--- src/rtl/gddr6_rd_scheduler.sv ---
// GDDR6 read-command scheduler: two-port round-robin intake, one pending request,
// per-bank open-row tracking and PREpb/ACT/RD issue under tRP, tRCD and tCCD_S/L.
module gddr6_rd_scheduler #(
  parameter int unsigned T_RCD   = 4,
  parameter int unsigned T_RP    = 4,
  parameter int unsigned T_CCD_S = 2,
  parameter int unsigned T_CCD_L = 4
) (
  input  logic        CLK_t,
  input  logic        RESET,
  input  logic        req0_valid,
  output logic        req0_ready,
  input  logic [3:0]  req0_bank,
  input  logic [14:0] req0_row,
  input  logic [6:0]  req0_col,
  input  logic        req1_valid,
  output logic        req1_ready,
  input  logic [3:0]  req1_bank,
  input  logic [14:0] req1_row,
  input  logic [6:0]  req1_col,
  input  logic        bank_group_en,
  output logic        cmd_valid,
  output logic [4:0]  cmd_code,
  output logic [3:0]  cmd_bank,
  output logic [14:0] cmd_row,
  output logic [6:0]  cmd_col,
  output logic        cmd_src
);

  localparam int unsigned TW = 8;
  localparam int unsigned CcdMax = (T_CCD_L > T_CCD_S) ? T_CCD_L : T_CCD_S;

  localparam logic [TW-1:0] RpLoad    = TW'(T_RP - 1);
  localparam logic [TW-1:0] RcdLoad   = TW'(T_RCD - 1);
  localparam logic [TW-1:0] CcdLoad   = TW'(CcdMax - 1);
  // The tCCD counter always starts from the larger spacing; a shorter spacing is
  // satisfied once the counter has fallen far enough.
  localparam logic [TW-1:0] CcdShortOk = TW'(CcdMax - T_CCD_S);
  localparam logic [TW-1:0] CcdLongOk  = TW'(CcdMax - T_CCD_L);

  localparam logic [4:0] CmdNop = 5'b00000;
  localparam logic [4:0] CmdAct = 5'b00100;
  localparam logic [4:0] CmdRd  = 5'b00101;
  localparam logic [4:0] CmdPre = 5'b10000;

  localparam logic [2:0] StIdle   = 3'd0;
  localparam logic [2:0] StDecide = 3'd1;
  localparam logic [2:0] StPre    = 3'd2;
  localparam logic [2:0] StAct    = 3'd3;
  localparam logic [2:0] StRd     = 3'd4;

  logic [2:0]    state_q, state_d;
  logic          ptr_q, ptr_d;
  logic [3:0]    pend_bank_q, pend_bank_d;
  logic [14:0]   pend_row_q, pend_row_d;
  logic [6:0]    pend_col_q, pend_col_d;
  logic          pend_src_q, pend_src_d;
  logic [15:0]   open_q, open_d;
  logic [14:0]   row_q [16];
  logic [14:0]   row_d [16];
  logic [TW-1:0] timer_q [16];
  logic [TW-1:0] timer_d [16];
  logic [TW-1:0] ccd_q, ccd_d;
  logic [1:0]    rd_bg_q, rd_bg_d;

  logic       grant;
  logic       accept;
  logic       timer_zero;
  logic       row_hit;
  logic       ccd_ok;
  logic       issue;
  logic [4:0] code;

  always_comb begin
    grant      = (req0_valid && req1_valid) ? ptr_q : req1_valid;
    req0_ready = (state_q == StIdle) && !RESET && req0_valid && !grant;
    req1_ready = (state_q == StIdle) && !RESET && req1_valid && grant;
    accept     = req0_ready || req1_ready;
  end

  always_comb begin
    timer_zero = (timer_q[pend_bank_q] == '0);
    row_hit    = open_q[pend_bank_q] && (row_q[pend_bank_q] == pend_row_q);
    if (bank_group_en && (pend_bank_q[3:2] == rd_bg_q)) begin
      ccd_ok = (ccd_q <= CcdLongOk);
    end else begin
      ccd_ok = (ccd_q <= CcdShortOk);
    end
  end

  always_comb begin
    state_d     = state_q;
    ptr_d       = ptr_q;
    pend_bank_d = pend_bank_q;
    pend_row_d  = pend_row_q;
    pend_col_d  = pend_col_q;
    pend_src_d  = pend_src_q;
    open_d      = open_q;
    row_d       = row_q;
    rd_bg_d     = rd_bg_q;
    ccd_d       = (ccd_q != '0) ? ccd_q - TW'(1) : '0;
    for (int i = 0; i < 16; i++) begin
      timer_d[i] = (timer_q[i] != '0) ? timer_q[i] - TW'(1) : '0;
    end
    issue = 1'b0;
    code  = CmdNop;

    case (state_q)
      StIdle: begin
        if (accept) begin
          state_d     = StDecide;
          ptr_d       = !grant;
          pend_src_d  = grant;
          pend_bank_d = grant ? req1_bank : req0_bank;
          pend_row_d  = grant ? req1_row : req0_row;
          pend_col_d  = grant ? req1_col : req0_col;
        end
      end
      StDecide: begin
        if (row_hit) begin
          state_d = StRd;
        end else if (open_q[pend_bank_q]) begin
          state_d = StPre;
        end else begin
          state_d = StAct;
        end
      end
      StPre: begin
        if (timer_zero) begin
          issue                = 1'b1;
          code                 = CmdPre;
          open_d[pend_bank_q]  = 1'b0;
          timer_d[pend_bank_q] = RpLoad;
          state_d              = StAct;
        end
      end
      StAct: begin
        if (timer_zero) begin
          issue                = 1'b1;
          code                 = CmdAct;
          open_d[pend_bank_q]  = 1'b1;
          row_d[pend_bank_q]   = pend_row_q;
          timer_d[pend_bank_q] = RcdLoad;
          state_d              = StRd;
        end
      end
      StRd: begin
        if (timer_zero && ccd_ok) begin
          issue   = 1'b1;
          code    = CmdRd;
          ccd_d   = CcdLoad;
          rd_bg_d = pend_bank_q[3:2];
          state_d = StIdle;
        end
      end
      default: state_d = StIdle;
    endcase
  end

  always_comb begin
    cmd_valid = issue;
    cmd_code  = code;
    cmd_bank  = issue ? pend_bank_q : '0;
    cmd_row   = issue ? pend_row_q : '0;
    cmd_col   = issue ? pend_col_q : '0;
    cmd_src   = issue ? pend_src_q : 1'b0;
  end

  always_ff @(posedge CLK_t or posedge RESET) begin
    if (RESET) begin
      state_q     <= StIdle;
      ptr_q       <= 1'b0;
      pend_bank_q <= '0;
      pend_row_q  <= '0;
      pend_col_q  <= '0;
      pend_src_q  <= 1'b0;
      open_q      <= '0;
      ccd_q       <= '0;
      rd_bg_q     <= '0;
      for (int i = 0; i < 16; i++) begin
        row_q[i]   <= '0;
        timer_q[i] <= '0;
      end
    end else begin
      state_q     <= state_d;
      ptr_q       <= ptr_d;
      pend_bank_q <= pend_bank_d;
      pend_row_q  <= pend_row_d;
      pend_col_q  <= pend_col_d;
      pend_src_q  <= pend_src_d;
      open_q      <= open_d;
      ccd_q       <= ccd_d;
      rd_bg_q     <= rd_bg_d;
      for (int i = 0; i < 16; i++) begin
        row_q[i]   <= row_d[i];
        timer_q[i] <= timer_d[i];
      end
    end
  end

endmodule
--- config.mk ---
export PLATFORM = sky130hd
export DESIGN_NAME = gddr6_rd_scheduler
export DESIGN_NICKNAME = d
export VERILOG_FILES = /design/src/rtl/gddr6_rd_scheduler.sv
export SDC_FILE = /design/constraint.sdc
export NUM_CORES = 1
export LEC_CHECK = 0
export CORE_ASPECT_RATIO = 1.4
export CORE_UTILIZATION = 30
export CTS_BUF_LIST = sky130_fd_sc_hd__clkbuf_2 sky130_fd_sc_hd__clkbuf_4 sky130_fd_sc_hd__clkbuf_8
export DETAILED_ROUTE_END_ITERATION = 16
export DONT_BUFFER_PORTS = 1
export MAX_ROUTING_LAYER = met4
export PLACE_DENSITY = 0.54
export SYNTH_ARGS = -nofsm -noshare
export SYNTH_HDL_FRONTEND = slang
export SYNTH_SLANG_ARGS = --single-unit
export TNS_END_PERCENT = 20
--- constraint.sdc ---
create_clock -name CLK_t -period 18.8 [get_ports CLK_t]
set_input_delay 1.88 -clock CLK_t [delete_from_list [all_inputs] [get_ports CLK_t]]
set_output_delay 1.88 -clock CLK_t [all_outputs]
set_load 0.02 [all_outputs]
Word level (Yosys, flattened, before mapping)
Cells that the tools add are included.

cells by class
  add/sub/neg operators = 17
  $lt $le $gt $ge = 6
  eq/ne operators = 10
  multiplexer cells = 62
  bitwise logic cells = 7
  reductions and logical operators = 40

operators with widths
  operator                                                             count
  128-bit two-way mux                                                  2
  240-bit bitwise mux                                                  1
  8-bit two-way mux                                                    22
  8-bit nonzero test                                                   17
  8-bit by 1-bit subtractor with 8-bit output (second input constant)  17
  96-bit bitwise AND                                                   1
  96-bit inverter                                                      1
  15-bit two-way mux                                                   5
  15-bit binary-select mux with 4-bit select                           1
  15-bit demux with 4-bit select                                       1
  8-bit binary-select mux with 4-bit select                            1
  8-bit demux with 4-bit select                                        1
  16-bit two-way mux                                                   2
  32-bit OR                                                            1
  16-bit one-hot mux with 2 select lines                               1
  3-bit two-way mux                                                    7
  16-bit bitwise AND                                                   1
  16-bit inverter                                                      1
  16-bit OR                                                            1
  15-bit equality test                                                 1
  3-bit one-hot mux with 5 select lines                                1
  5-bit one-hot mux with 3 select lines                                1
  7-bit two-way mux                                                    2
  1-bit logical AND                                                    11
  27 further kinds                                                     42

storage, ports and cells
  flip-flop bits (word level) = 425
  input bits = 57
  word-level logic and storage cells = 183

Logic depth before layout (Yosys ltp)
Gate-level depths: netlist of run 1.

  depth after elaboration = 9
  mapped depth = 11

Least setup slack after synthesis of run 1
Ideal clock, no wire load.

  path kind = input to output
  start = input req0_valid
  end = output req0_ready
  data arrival time = 3.240 ns
  setup slack = 13.680 ns
  stages = 6
  buffers on the path = 2
  path through = inv_1 o21ai_0 buf_1 clkbuf_1 nand3_1 inv_1

between the ends
  cells in the longest elaborated chain, start to end = 4

ends and longest elaborated chain
  element              RTL line  text
  start, declared      11        input logic req0_valid,
  1-bit logical AND    75        grant = (req0_valid && req1_valid) ? ptr_q : req1_valid;
  1-bit two-way mux    75
  1-bit zero test      76        req0_ready = (state_q == StIdle) && !RESET && req0_valid && !grant;
  1-bit logical AND *  76
  end, declared        12        output logic req0_ready,

Mark *: on every way between the ends. The rest lies on a longest branch, timed or not.

Final worst setup path of run 1
  start = register pend_bank_q[3]
  end = output cmd_row[12]

between the ends
  cells in the longest elaborated chain, start to end = 9

ends and longest elaborated chain
  element                                                 RTL line  text
  start, declared                                         54        logic [3:0] pend_bank_q, pend_bank_d;
  start signal, assigned                                  187       pend_bank_q <= pend_bank_d;
  4-bit inverter with 5-bit output (implied by the code)  82        timer_zero = (timer_q[pend_bank_q] == '0);
  8-bit binary-select mux with 4-bit select               82
  8-bit two-way mux (implied by the code) (2 in a row)    82
  8-bit zero test                                         82
  1-bit logical AND                                       148       if (timer_zero && ccd_ok) begin
  1-bit two-way mux                                       148
  1-bit one-hot mux with 2 select lines *                 108       case (state_q)
  named net cmd_valid                                     22        output logic cmd_valid,
  15-bit two-way mux *                                    164       cmd_row = issue ? pend_row_q : '0;
  end, declared                                           25        output logic [14:0] cmd_row,

The timed path passes the listed nets; every way through them passes the cells marked *. The select of a mux whose other input is x is not followed.

==> impl_metrics.toml, run 1 <==
[layout]
n_fill_cell = 6872
stdcell_count = 2745
drive_above_1_share = 0.2483
layout.nets = 1857
area_delta_synth_final_pct = 11.45

[logic_synthesis]
async_flop_share = 1.000
synthDistinctLibCells = 77
netlist_area_um2 = 20920
synth_edf_count = 0
avgSynthCellArea_um2 = 11.79
yosysWarnings = 0
synthCells = 1774
ys_seq_area_frac = 0.5085
synth_ff_type = "dfrtp_1"
synth_seq_cells = 425

[sta]
finalSetupTns_ns = 0
fmax_mhz = 162.0
rsz0062_at_grt = "no"
slew_headroom = 0.2611
setup_viol = 0
drv_slew = 0
final-hold-violation-count = 0
final.period_utilization = 0.3283
clock_skew_ns = 0.02763
fin_crit_ns = 6.172
worst_pin_slew_ns = 1.106

[placed_design]
globalplace.congestion = 0.8051
port_buffers = 0
post-dp-hpwl_um = 34890
placed_cells = 2624

[routing]
top_layer = "met4"
drtAntennaViolNets = 0
route.met3.wl_um = 1609
drc = 0
wl_per_cell_um = 19.66
first_pass_iters = 5
vias = 13500
via_per_inst = 4.918
totalWireLength_um = 53980
drt-initial-drc-count = 653
wl_met1_um = 21920
met2_length_um = 28790

[clock_tree]
cts-resized-gates = 0
cts_hold_buf = 0
clk_pin_slew_ns = 0.06
htree_levels = 3
cts_root_buf = "clkbuf_8"
clockBufferDepth = 3
clk_latency_ns = 0.65
clock-sinks = 425
tritoncts = "done"
cts_buffers = 68
postCtsSetupBuffers = 0

[grt]
grt_pass1_vias = 14560
grt_usage = 0.1616
grt_overflow = 0
grt_max_degree = 134
grt_first_pass_wirelength_um = 85080
antenna_found_initial = 1

[worst_setup_path]
worst_setup_path_end_kind = "output pin"
crit_arrival_ns = 4.29
cp_max_fo = 41
crit_required_ns = 16.92
critPathKind = "reg2out"
start_kind = "flip-flop"

[job]
drv_cap = 0

[pwr]
power_density_nw_per_um2 = 167.9
irDropWorstVdd_uv = 61.15
p_leak_nw = 10.49

[status]
outcome = "complete, no violations"

[die]
fp.dieArea_um2 = 70800
die_x_um = 225.2
die_h_um = 314.4
core-area_um2 = 69040
start_util = 0.3030
rows = 114
ios = 92

[worst_hold_path]
hp-class = "reg2reg"
logic make-up after synthesis:
kind of cell    count (synthesis)  synth area share
compound gates                192           0.05450
xor+xnor                      106           0.04439
flops                         425            0.5085
buf+inv                       163           0.03529
mux                           344            0.2124
other cells                     1         0.0001793
simple gates                  509            0.1245
fa+ha+maj                      34           0.02034
critical path, stage by stage, from the launching register on:
cell      delay, ns
dfrtp_4        0.71
buf_4          0.68
nand2b_1       0.30
o22ai_1        0.13
or3_1          0.53
a21oi_4        0.88
and2_1         0.38
cell usage in the layout (no fill, tap or decap), types with 23 or more instances in the layout:
master | netlist | layout
buf_4 | 10 | 23
o21ai_0 | 74 | 73
a21oi_1 | 48 | 48
and2_1 | 35 | 35
dfrtp_1 | 425 | 422
nor3_1 | 53 | 53
mux4_2 | 55 | 55
ha_1 | 34 | 34
mux2_2 | 203 | 203
xnor2_1 | 75 | 75
mux2i_1 | 59 | 59
clkbuf_8 | 0 | 89
nand2_1 | 108 | 108
inv_1 | 58 | 57
xor2_1 | 31 | 31
nor2_1 | 171 | 170
through the flow:
| stage | total power, mW | util | hold WS, ns | worst slack, ns | instance area (µm²) |
|---|---|---|---|---|---|
| after floorplan | 2.640 | - | 0.4386 | 5.087 | 20920 |
| after global placement | 2.999 | 0.3155 | 0.4572 | 13.04 | 21780 |
| after detailed placement | 3.057 | 0.3155 | 0.4641 | 13.03 | 21780 |
| after CTS | 3.962 | 0.3376 | 0.4771 | 12.51 | 23310 |
| after global routing | 4.182 | 0.3377 | 0.4990 | 12.43 | 23310 |
| final | 3.915 | 0.3377 | 0.4727 | 12.63 | 23310 |
synthesized netlist by cell type (8+ instances only):
cell      instances  share of area
nor3_1           53          0.013
nor2_1          171          0.031
buf_2            29         0.0069
dfrtp_1         425           0.51
ha_1             34          0.020
nand3_1          12         0.0029
or4_1             8         0.0029
clkbuf_1         50         0.0090
nor4_1           11         0.0033
nand2b_1         15         0.0045
xnor2_1          75          0.031
inv_1            58          0.010
a21oi_1          48          0.011
mux2_2          203           0.11
o21ai_0          74          0.018
nor2b_1          11         0.0033
buf_4            10         0.0036
xor2_1           31          0.013
mux2_1           21          0.011
nor4b_1           8         0.0034
nand2_1         108          0.019
and2_1           35          0.010
mux4_2           55          0.059
o22ai_1          21         0.0063
mux2i_1          59          0.028
or3_1            12         0.0036
per-layer routing:
metal,global-route usage,vias to the layer above
li1,-,6213
met1,0.1824,6952
met2,0.2879,239
met3,0.02119,96
met4,0.06246,0
met5,-,-
worst paths after layout:
check | slack [ns] | to | cells after the start | from
max | 12.63 | cmd_row[12] | 6 | pend_bank_q[3]
min | 0.47 | row_q[110] | 2 | row_q[110]
max reg2reg | 14.40 | state_q[2] | 9 | pend_bank_q[0]
min reg2reg | 0.47 | row_q[110] | 2 | row_q[110]
max in group asynchronous | 15.02 | pend_bank_q[3] | 3 | RESET
min in group asynchronous | 1.29 | async pin | 1 | RESET
area by class of cell:
type / count / area, µm² / share of cell area
multi-input combinational: 1187 / 9565 / 0.4103
clock inverter: 13 / 168.9 / 0.007246
antenna: 1 / 2.502 / 0.0001073
sequential: 425 / 10640 / 0.4566
timing repair buffer: 23 / 172.7 / 0.007407
inverter: 61 / 236.5 / 0.01014
clock buffer: 107 / 1360 / 0.05834
tap: 928 / 1161 / 0.04981
registers in the layout, indices dropped and copies added, names as in the netlist, named ones only:
| signal | flops |
|---|---|
| ccd_q | 8 |
| pend_bank_q | 4 |
| pend_col_q | 7 |
| pend_row_q | 15 |
| pend_src_q | 1 |
| ptr_q | 1 |
| rd_bg_q | 2 |
| row_q | 240 |
| state_q | 3 |
| timer_q | 128 |
power by group:
part           internal [mW]  switching [mW]
registers               1.26           0.351
logic                  0.634           0.787
clock network          0.505           0.381
Power figures use the tool's default switching activity.
==> inputs of run 2 (changes only) <==
--- a/config.mk
+++ b/config.mk
@@ -11,7 +11,7 @@
 export DETAILED_ROUTE_END_ITERATION = 16
 export DONT_BUFFER_PORTS = 1
 export MAX_ROUTING_LAYER = met4
-export PLACE_DENSITY = 0.54
+export PLACE_DENSITY = 0.55
 export SYNTH_ARGS = -nofsm -noshare
 export SYNTH_HDL_FRONTEND = slang
 export SYNTH_SLANG_ARGS = --single-unit
==> constraint.sdc (replaced) <==
create_clock -name CLK_t -period 5.1 [get_ports CLK_t]
set_input_delay 0.51 -clock CLK_t [delete_from_list [all_inputs] [get_ports CLK_t]]
set_output_delay 0.51 -clock CLK_t [all_outputs]
set_load 0.02 [all_outputs]
==> impl_metrics.toml, run 2 (synthesis gave the netlist of run 1 again) <==
[worst_hold_path]
hp-class = "in2reg"

[clock_tree]
cts_root_buf = "clkbuf_8"
clockBufferDepth = 3
cts_hold_buf = 1
cts_buffers = 69
clk_latency_ns = 0.65
tritoncts = "done"
clk_pin_slew_ns = 0.06
htree_levels = 3
cts-resized-gates = 0
postCtsSetupBuffers = 0
clock-sinks = 425

[sta]
rsz0062_at_grt = "no"
holdWs_ns = 0.06899
fin_crit_ns = 4.382
final-hold-violation-count = 0
fin_ws_ns = 0.7182
final.period_utilization = 0.8592
worst_pin_slew_ns = 1.269
fmax_mhz = 228.2
slew_headroom = 0.1464
setup_viol = 0
clock_skew_ns = 0.03064
drv_slew = 0

[grt]
grt_first_pass_wirelength_um = 85450
grt_max_degree = 178
grt_usage = 0.1629
grt_pass1_vias = 14490
grt_overflow = 0
antenna_found_initial = 2

[die]
core-area_um2 = 69040
ios = 92
start_util = 0.3030
die_h_um = 314.4
fp.dieArea_um2 = 70800
die_x_um = 225.2
rows = 114

[placed_design]
port_buffers = 0
post-dp-hpwl_um = 35620
globalplace.congestion = 0.8183
place_ws_ns = 1.341

[job]
drv_cap = 0

[pwr]
p_leak_nw = 10.57
power_density_nw_per_um2 = 619.6
clkPwrFrac = 0.221
irDropWorstVdd_uv = 223.3
p_sw_frac = 0.3913
intPower_mw = 8.846
power.switching_mw = 5.686
p_comb_frac = 0.371
seqPwrFrac = 0.408

[layout]
layout.nets = 1877
final_cell_mix = "422 x dfrtp_1, 203 x mux2_2, 170 x nor2_1"
drive_above_1_share = 0.2564
area_delta_synth_final_pct = 12.13
regMostFlops = "row_q"
mostFrequentLayoutCell = "dfrtp_1"
largest_register_ff_count = 240
reg.largest.list = "row_q x240, timer_q x128, pend_row_q x15"

[routing]
vias = 13750
wl_per_cell_um = 19.75
drtAntennaViolNets = 0
first_pass_iters = 5
drc = 0
via_per_inst = 4.970
totalWireLength_um = 54640
drt-initial-drc-count = 772

[worst_setup_path]
start_kind = "flip-flop"
crit_required_ns = 4.59
crit_arrival_ns = 3.87
cp_max_fo = 13
worst_setup_path_end_kind = "output pin"
critPathKind = "reg2out"

[status]
outcome = "complete, no violations"
-- run 2: cell types whose count changed in the layout (fill, tap and decap cells not counted) --
| cell | before | now |
|---|---|---|
| clkbuf_8 | 89 | 88 |
| buf_4 | 23 | 38 |
| buf_12 | 0 | 3 |
| clkbuf_4 | 18 | 19 |
| clkinvlp_4 | 1 | 5 |
| clkinv_2 | 4 | 8 |
| inv_8 | 4 | 0 |
| bufinv_16 | 3 | 2 |
| inv_6 | 2 | 1 |
| dlygate4sd3_1 | 0 | 1 |
-- run 2: power groups by stage --
stage,Combinational (mW),Clock [mW],Sequential [mW]
after floorplan,4.40,0,5.33
after global placement,5.30,0,5.89
after detailed placement,5.45,0,5.97
after CTS,5.47,3.32,5.92
after global routing,5.92,3.46,6.12
final,5.39,3.22,5.92
-- run 2: area by class of cell --
cell class                      count  area (µm²)
Antenna cell                        1       2.502
Clock buffer                      107        1354
Clock inverter                     15       138.9
Fill cell                        6904       45580
Inverter                           61       232.7
Multi-Input combinational cell   1187        9565
Sequential cell                   425       10640
Tap cell                          928        1161
Timing Repair Buffer               42       355.3
-- run 2: layer usage --
layer  up-vias  GRT usage  wire (µm)
li1       6250          -          -
met1      7052     0.1818      21760
met2       320     0.2817      28350
met3       124    0.02175       2036
met4         0    0.08627       2493
met5         -          -          0
-- run 2: path summary, 6_finish.rpt --
check / from / endpoint / slack (ns) / depth (start not counted)
setup / recovery: timer_q[50] / cmd_bank[1] / 0.72 / 8
hold / removal: req0_valid / ptr_q / 0.07 / 2
setup reg to reg: pend_bank_q[0] / state_q[1] / 1.43 / 9
hold reg to reg: row_q[65] / row_q[65] / 0.48 / 2
max in group asynchronous: RESET / pend_bank_q[0] / 3.40 / 3
min in group asynchronous: RESET / timer_q[62] / 0.32 / 2
-- run 2: metrics by stage --
step	utilization	setup TNS, ns	instance area, µm²	instances	total power, mW
finish	0.3397	0	23450	2766	14.53
global route	0.3397	0	23450	2766	15.50
CTS	0.3397	0	23450	2765	14.71
detailed placement	0.3179	0	21950	2642	11.42
global placement	0.3179	0	21950	2642	11.20
floorplan	-	-486.81	20920	1775	9.732
-- run 2: worst max-delay path: stages, from the launching register on --
cell and delay, ns:
dfrtp_1 0.42, or4_1 0.59, nor3_1 0.31, a311o_1 0.38, o211ai_1 0.23, or3_1 0.54, a21oi_4 0.17, buf_4 0.26
and2_1 0.31
